File: config.mk
export PLATFORM = sky130hd
export DESIGN_NAME = qpsk_rx_slicer_flat
export DESIGN_NICKNAME = d
export VERILOG_FILES = /design/src/rtl/qpsk_rx_slicer_if.sv /design/src/rtl/qpsk_rx_slicer.sv /design/src/flat_wrapper.sv
export SDC_FILE = /design/constraint.sdc
export NUM_CORES = 1
export LEC_CHECK = 0
export CORE_ASPECT_RATIO = 0.9
export CORE_UTILIZATION = 45
export DETAILED_ROUTE_END_ITERATION = 10
export PLACE_DENSITY_LB_ADDON = 0.3
export SLEW_MARGIN = 20
export SYNTH_ARGS = -nofsm -noshare
export SYNTH_HDL_FRONTEND = slang
export SYNTH_SLANG_ARGS = --single-unit
File: constraint.sdc
create_clock -name clk -period 5.6 [get_ports clk]
set_input_delay 0.84 -clock clk [delete_from_list [all_inputs] [get_ports clk]]
set_output_delay 0.84 -clock clk [all_outputs]
set_load 0.02 [all_outputs]
File: src/rtl/qpsk_rx_slicer_if.sv
// rtl/qpsk_rx_slicer_if.sv - sample input, phase control and decision outputs of qpsk_rx_slicer
interface qpsk_rx_slicer_if #(
    parameter int UPSAMPLE = 4,
    parameter int IN_NBITS = 8
);
    localparam int PH_NBITS = $clog2(UPSAMPLE);

    logic signed [IN_NBITS-1:0] rx_in;
    logic                       phase_auto;
    logic [PH_NBITS-1:0]        phase_man;
    logic                       rx_bit;
    logic                       rx_valid;
    logic [PH_NBITS-1:0]        phase_out;
    logic                       lock;

    modport master (
        output rx_in, phase_auto, phase_man,
        input  rx_bit, rx_valid, phase_out, lock
    );

    modport slave (
        input  rx_in, phase_auto, phase_man,
        output rx_bit, rx_valid, phase_out, lock
    );
endinterface

File: src/rtl/qpsk_rx_slicer.sv
// rtl/qpsk_rx_slicer.sv - QPSK rail slicer with energy-based sampling phase estimation
module qpsk_rx_slicer #(
    parameter int UPSAMPLE = 4,
    parameter int IN_NBITS = 8,
    parameter int WIN_LOG2 = 10
) (
    input logic            clk,
    input logic            rst,
    qpsk_rx_slicer_if.slave io
);
    localparam int PH_NBITS  = $clog2(UPSAMPLE);
    localparam int MAG_NBITS = IN_NBITS - 1;
    localparam int ACC_NBITS = IN_NBITS - 1 + WIN_LOG2;
    localparam logic [PH_NBITS-1:0] LAST_PH = PH_NBITS'(UPSAMPLE - 1);

    typedef enum logic [1:0] {ACQ, EVAL, TRACK} state_t;
    state_t state_q, state_d;

    logic [PH_NBITS-1:0]  cnt;
    logic [WIN_LOG2-1:0]  sym_cnt;
    logic [ACC_NBITS-1:0] acc     [UPSAMPLE];
    logic [ACC_NBITS-1:0] snap    [UPSAMPLE];
    logic [ACC_NBITS-1:0] acc_sum [UPSAMPLE];
    logic [MAG_NBITS-1:0] mag;
    logic [PH_NBITS-1:0]  argmax_idx;
    logic [PH_NBITS-1:0]  best_phase;
    logic [PH_NBITS-1:0]  phase_q;
    logic                 frame_end;
    logic                 win_end;
    logic                 lock_q;
    logic                 eval_now;
    logic                 decide;

    // The most negative code has no positive twin; clamp it to full scale.
    always_comb begin
        if (io.rx_in[IN_NBITS-1] && (io.rx_in[MAG_NBITS-1:0] == '0))
            mag = '1;
        else if (io.rx_in[IN_NBITS-1])
            mag = ~io.rx_in[MAG_NBITS-1:0] + MAG_NBITS'(1);
        else
            mag = io.rx_in[MAG_NBITS-1:0];
    end

    assign frame_end = (cnt == LAST_PH);
    assign win_end   = frame_end && (&sym_cnt);
    assign decide    = (cnt == phase_q) && (lock_q || !io.phase_auto);

    always_comb begin
        for (int k = 0; k < UPSAMPLE; k++)
            acc_sum[k] = acc[k] + ((cnt == PH_NBITS'(k)) ? ACC_NBITS'(mag) : '0);
    end

    // Strict greater-than keeps the lowest index on ties.
    always_comb begin
        logic [ACC_NBITS-1:0] best_val;
        argmax_idx = '0;
        best_val   = snap[0];
        for (int k = 1; k < UPSAMPLE; k++) begin
            if (snap[k] > best_val) begin
                best_val   = snap[k];
                argmax_idx = PH_NBITS'(k);
            end
        end
    end

    always_ff @(posedge clk) begin
        if (rst) begin
            cnt     <= '0;
            sym_cnt <= '0;
            for (int k = 0; k < UPSAMPLE; k++) begin
                acc[k]  <= '0;
                snap[k] <= '0;
            end
        end else begin
            cnt <= cnt + PH_NBITS'(1);
            if (frame_end)
                sym_cnt <= sym_cnt + WIN_LOG2'(1);
            for (int k = 0; k < UPSAMPLE; k++) begin
                if (win_end) begin
                    snap[k] <= acc_sum[k];
                    acc[k]  <= '0;
                end else begin
                    acc[k]  <= acc_sum[k];
                end
            end
        end
    end

    always_ff @(posedge clk) begin
        if (rst)
            state_q <= ACQ;
        else
            state_q <= state_d;
    end

    always_comb begin
        state_d = state_q;
        case (state_q)
            ACQ:     if (win_end) state_d = EVAL;
            EVAL:    state_d = TRACK;
            TRACK:   if (win_end) state_d = EVAL;
            default: state_d = ACQ;
        endcase
    end

    always_comb begin
        eval_now = (state_q == EVAL);
        io.lock  = lock_q;
    end

    assign io.phase_out = phase_q;

    // Phase only moves on a frame boundary, so each frame sees exactly one decision.
    always_ff @(posedge clk) begin
        if (rst) begin
            best_phase  <= '0;
            lock_q      <= 1'b0;
            phase_q     <= '0;
            io.rx_valid <= 1'b0;
            io.rx_bit   <= 1'b0;
        end else begin
            if (eval_now) begin
                best_phase <= argmax_idx;
                lock_q     <= 1'b1;
            end
            if (frame_end)
                phase_q <= io.phase_auto ? best_phase : io.phase_man;
            io.rx_valid <= decide;
            if (decide)
                io.rx_bit <= ~io.rx_in[IN_NBITS-1];
        end
    end
endmodule

File: src/flat_wrapper.sv
// flat-port wrapper written by rule: the top's interface ports become plain ports
module qpsk_rx_slicer_flat 
#(
    parameter int UPSAMPLE = 4,
    parameter int IN_NBITS = 8,
    parameter int WIN_LOG2 = 10
)
  (clk, rst, io_rx_in, io_phase_auto, io_phase_man, io_rx_bit, io_rx_valid, io_phase_out, io_lock);
  qpsk_rx_slicer_if #(.UPSAMPLE(UPSAMPLE), .IN_NBITS(IN_NBITS)) io_i ();
  input logic clk;
  input logic rst;
  input wire logic [$bits(io_i.rx_in)-1:0] io_rx_in;
  input wire logic [$bits(io_i.phase_auto)-1:0] io_phase_auto;
  input wire logic [$bits(io_i.phase_man)-1:0] io_phase_man;
  output wire logic [$bits(io_i.rx_bit)-1:0] io_rx_bit;
  output wire logic [$bits(io_i.rx_valid)-1:0] io_rx_valid;
  output wire logic [$bits(io_i.phase_out)-1:0] io_phase_out;
  output wire logic [$bits(io_i.lock)-1:0] io_lock;
  assign io_i.rx_in = io_rx_in;
  assign io_i.phase_auto = io_phase_auto;
  assign io_i.phase_man = io_phase_man;
  assign io_rx_bit = io_i.rx_bit;
  assign io_rx_valid = io_i.rx_valid;
  assign io_phase_out = io_i.phase_out;
  assign io_lock = io_i.lock;
  qpsk_rx_slicer #(.UPSAMPLE(UPSAMPLE), .IN_NBITS(IN_NBITS), .WIN_LOG2(WIN_LOG2)) u_core (.clk(clk), .rst(rst), .io(io_i));
endmodule
# After elaboration in Yosys (flattened, before gate mapping)
# Memory sizes are Yosys's and may differ from the RTL's.
# Cells that the tools add are included.
# classes
n_addsub	7
n_mul	0
div	0
magnitude_cmp	3
eq_ne	7
shifts	0
mux	34
bitwise_logic	14
reduce_logical	10
# ops
op	n
17-bit two-way mux	14
17-bit adder	4
17-bit greater-than comparator	3
7-bit two-way mux	6
1-bit bitwise OR	12
10-bit by 1-bit adder with 10-bit output (second input constant)	1
10-bit AND reduction	1
1-bit two-way mux	9
2-bit two-way mux	4
7-bit by 1-bit adder with 7-bit output (second input constant)	1
7-bit logical NOT	1
7-bit NOT	1
2-bit equality test (second input constant)	3
2-bit by 1-bit equality test with 1-bit output (second input constant)	2
2-bit logical NOT	2
2-bit case mux with 2 select lines	1
1-bit logical AND	3
2-bit by 1-bit adder with 2-bit output (second input constant)	1
2-bit equality test	1
2-bit by 1-bit != test with 1-bit output (second input constant)	1
2-bit OR reduction	1
1-bit logical NOT	1
1-bit logical OR	1
1-bit NOT	1
# totals
regBits	21
latchBits	0
mem_bits_rw	136
mem_bits_ro	0
inputBits	13
out_inout_bits	5
elab_cells	85
memories	2
# mem_list
name	words	width	rd	rd_ports_with_merged_regs	wr	line_no	text
u_core.acc	4	17	4	0	4	qpsk_rx_slicer.sv:21	logic [ACC_NBITS-1:0] acc [UPSAMPLE];
u_core.snap	4	17	4	0	4	qpsk_rx_slicer.sv:22	logic [ACC_NBITS-1:0] snap [UPSAMPLE];

# Longest topological paths before layout
# logic_depth
ltp_word	7
ltp_mapped	23
ltp_nobuf	21

# Worst setup path before layout
# OpenSTA, ideal clock, no wires.
# synth_timing
kind	reg-to-reg
startpoint	memory u_core.snap[0][33] in the netlist's numbering
endpoint	register u_core.best_phase[1]
setup_time_ns	0.134
arrival_time_ns	5.056
t_required_ns	5.466
slack_ns	0.411
path_stages_with_launch	22
path_buffers	2
synth_period_minus_slack_ns	5.189
path_cell_list	edfxtp_1 > ha_1 > nand4_1 > or2_0 > or3_4 > o31ai_4 > buf_12 > mux2i_1 > ha_1 > a21o_1 > a21o_1 > a211o_1 > o21ai_2 > buf_4 > mux2_2 > ha_1 > and3_1 > nor2b_1 > nand2_1 > or4_1 > o21ai_0 > a211oi_1
# synth_rtl
item	line_no	text
from (decl)	qpsk_rx_slicer.sv:22	
to (signal assigned)	qpsk_rx_slicer.sv:123	best_phase <= argmax_idx;
to (decl)	qpsk_rx_slicer.sv:26	logic [PH_NBITS-1:0] best_phase;

==> impl_metrics.toml <==
[outcome]
outcome = "finished clean"

[yosys]
async_flop_share_pct = 0
synth_cell_types = 52
yosys_warnings = 0
synth.avg_cell_area_um2 = 10.4
synth_top_cell_by_area = "edfxtp_1"
yosys-top-cells-area = "edfxtp_1, ha_1, nor2_1"
yosysSeqAreaShare_pct = 47.9
synth_enable_flop_cells = 136
synth-main-ff-cell = "edfxtp_1"
synth_seq_cells = 157
netlist.area_leader.share_pct = 43.5
netlist_area_um2 = 9400
synth_cells = 904

[cts]
clockBufferDepth = 2
path_clk_slew_ps = 70
cts_buffers = 17
clk_latency_ps = 430
cts_max_level = 4
cts_tree = "yes"
cts-root-buf = "clkbuf_16"
cts_sinks = 157

[layout]
final_cell_mix = "nor2_1, edfxtp_1, ha_1"
diodes = 0
layout-drive-gt1-share_pct = 7.20
fillCellCount = 1836
syn_to_final_growth_pct = 14.5
fin_area_um2 = 10800
layout.nets = 1103
final_common_cell = "nor2_1"

[power]
p_leak_uw = 0.00437
power_density_nw_per_um2 = 273
peakVddDrop_v = 0.000253

[route]
drc = 0
wl_per_cell_um = 15.0
drt-total-wl_um = 19000
ant_nets = 0
drtIter0Drc = 464
drtPass1Iterations = 5
vias = 6671
post_drt_via_cell_ratio = 5.26

[global_route]
grt_pass1_wl_um = 32000
grt_pass1_vias = 6432
grt_usage_pct = 19.2
grt_max_degree = 56
gr-total-overflow = 0
antenna_found_initial = 0

[die]
ios = 18
die_h_um = 139
fp.coreArea_um2 = 20200
die_x_um = 154
die-area_um2 = 21500
std_cell_rows = 49
initial_core_util_pct = 46.4

[timing]
final.setup.tns_ps = 0
fin_crit_sh_pct = 94.3
drv_slew = 0
finalSetupViolCount = 0
tightest_slew_ps = 716
fmax_ghz = 0.189
final_hold_viol_count = 0
clock_skew_ps = 11.7
period_needed_ps = 5280
maxSlewHeadroom_pct = 51.9

[placement]
place.gp.congestion = 0.847
io_buffers = 17
placed_cell_area_um2 = 10100
dpl.hpwl_um = 14100

[worst_setup_path]
cp_max_fo = 7
required_ps = 5910
worstSetupEndpointType = "register"
cp.arrival_ps = 5590
worstSetupStartpointType = "register"
crit_type = "reg2reg"
reg2reg_slack_ps = 320

[flow_run]
drv_cap = 0

[worst_hold_path]
hp-class = "reg2reg"
==> critical path: stages, from the launching register on <==
cell	delay, ps
edfxtp_1	430
ha_1	330
nand4_1	170
or2_1	270
or3_4	400
o31ai_4	90
buf_6	180
mux2i_2	220
ha_1	270
a21o_1	180
a21o_1	190
a211o_1	330
o21ai_2	130
buf_4	180
mux2_2	340
ha_1	290
and3_1	170
nor2b_1	160
nand2_1	110
or4_1	510
o21ai_0	110
a211oi_1	100
==> metal layers <==
metal / routed length [um] / global-route usage (%) / vias up
li1: - / - / 3342
met1: 9410 / 27.3 / 3169
met2: 8500 / 29.8 / 143
met3: 831 / 3.75 / 17
met4: 238 / 5.78 / 0
met5: 0 / 0 / -
==> power breakdown <==
part / leakage [uW] / internal (uW) / switching, uW
Combinational: 0.00253 / 192 / 269
Clock: 0.000274 / 631 / 470
Sequential: 0.00157 / 1340 / 37.2
==> worst paths after layout <==
| kind | start | endpoint | cells past startpoint |
|---|---|---|---|
| min reg2reg | u_core.state_q[0]$_SDFFE_PP0P_ | u_core.state_q[0]$_SDFFE_PP0P_ | 1 |
| max reg2reg | u_core.snap[0][31]$_SDFFCE_PN0P_ | u_core.best_phase[1]$_SDFFE_PP0P_ | 21 |
| min | u_core.state_q[0]$_SDFFE_PP0P_ | u_core.state_q[0]$_SDFFE_PP0P_ | 1 |
| max | u_core.snap[0][31]$_SDFFCE_PN0P_ | u_core.best_phase[1]$_SDFFE_PP0P_ | 21 |
==> stage by stage <==
step | hold WS (ps) | setup WS, ps | util, % | total power [uW] | cells
2_1_floorplan | 408 | 411 | - | 1730 | 971
3_3_place_gp | 422 | -34.1 | 50.0 | 1830 | 1229
3_5_place_dp | 438 | -161 | 50.0 | 1840 | 1229
4_1_cts | 453 | 182 | 52.9 | 2950 | 1267
5_1_grt | 481 | -42.3 | 53.2 | 3060 | 1269
6_report | 448 | 317 | 53.2 | 2940 | 1269
==> sequential cells by signal, indices dropped and copies added, names as in the netlist <==
signal               count
u_core.acc              68
u_core.snap             68
u_core.sym_cnt          10
u_core.best_phase        2
u_core.cnt               2
u_core.io.phase_out      2
u_core.state_q           2
u_core.io.lock           1
u_core.io.rx_bit         1
u_core.io.rx_valid       1
==> cell usage after synthesis (20+ instances only) <==
cell / n
nand2_1: 40
ha_1: 85
and2_1: 25
inv_1: 70
a21oi_1: 36
a211oi_1: 22
edfxtp_1: 136
mux2i_1: 20
xor2_1: 30
o21ai_0: 25
nor2_1: 153
xnor2_1: 33
nand3_1: 24
dfxtp_1: 21
==> final cells by class <==
class	instances	area, um2	area share [%]
inverters	70	263	2.44
repair buffers	34	322	2.99
multi-input cells	721	4800	44.7
clock inverters	6	33.8	0.314
well taps	255	319	2.97
flip-flops and latches	157	4500	41.9
clock buffers	26	512	4.76
==> logic make-up (layout without fill, tap and decap cells) <==
| logic type | count (synthesis) | after routing | share of synthesized area, % |
|---|---|---|---|
| xor gates and xnor gates | 63 | 63 | 5.87 |
| buffers and inverters | 93 | 136 | 3.95 |
| other | 1 | 68 | 0.0399 |
| and+or+nand+nor | 331 | 331 | 16.6 |
| muxes | 37 | 37 | 4.17 |
| AOI/OAI and AO/OA | 133 | 133 | 9.27 |
| DFF | 157 | 157 | 47.9 |
| adders and majority gates | 89 | 89 | 12.2 |
==> repair_timing <==
| item | in CTS | in global routing |
|---|---|---|
| setup buffers | 6 | 2 |
| gates resized for setup | 0 | 11 |
| gates cloned | 0 | 0 |
| pin swaps | 1 | 3 |
| endpoints found under the setup margin | 2 | 2 |
| hold buffers | 0 | 0 |
Note: power is estimated with default switching activity, not from simulation.
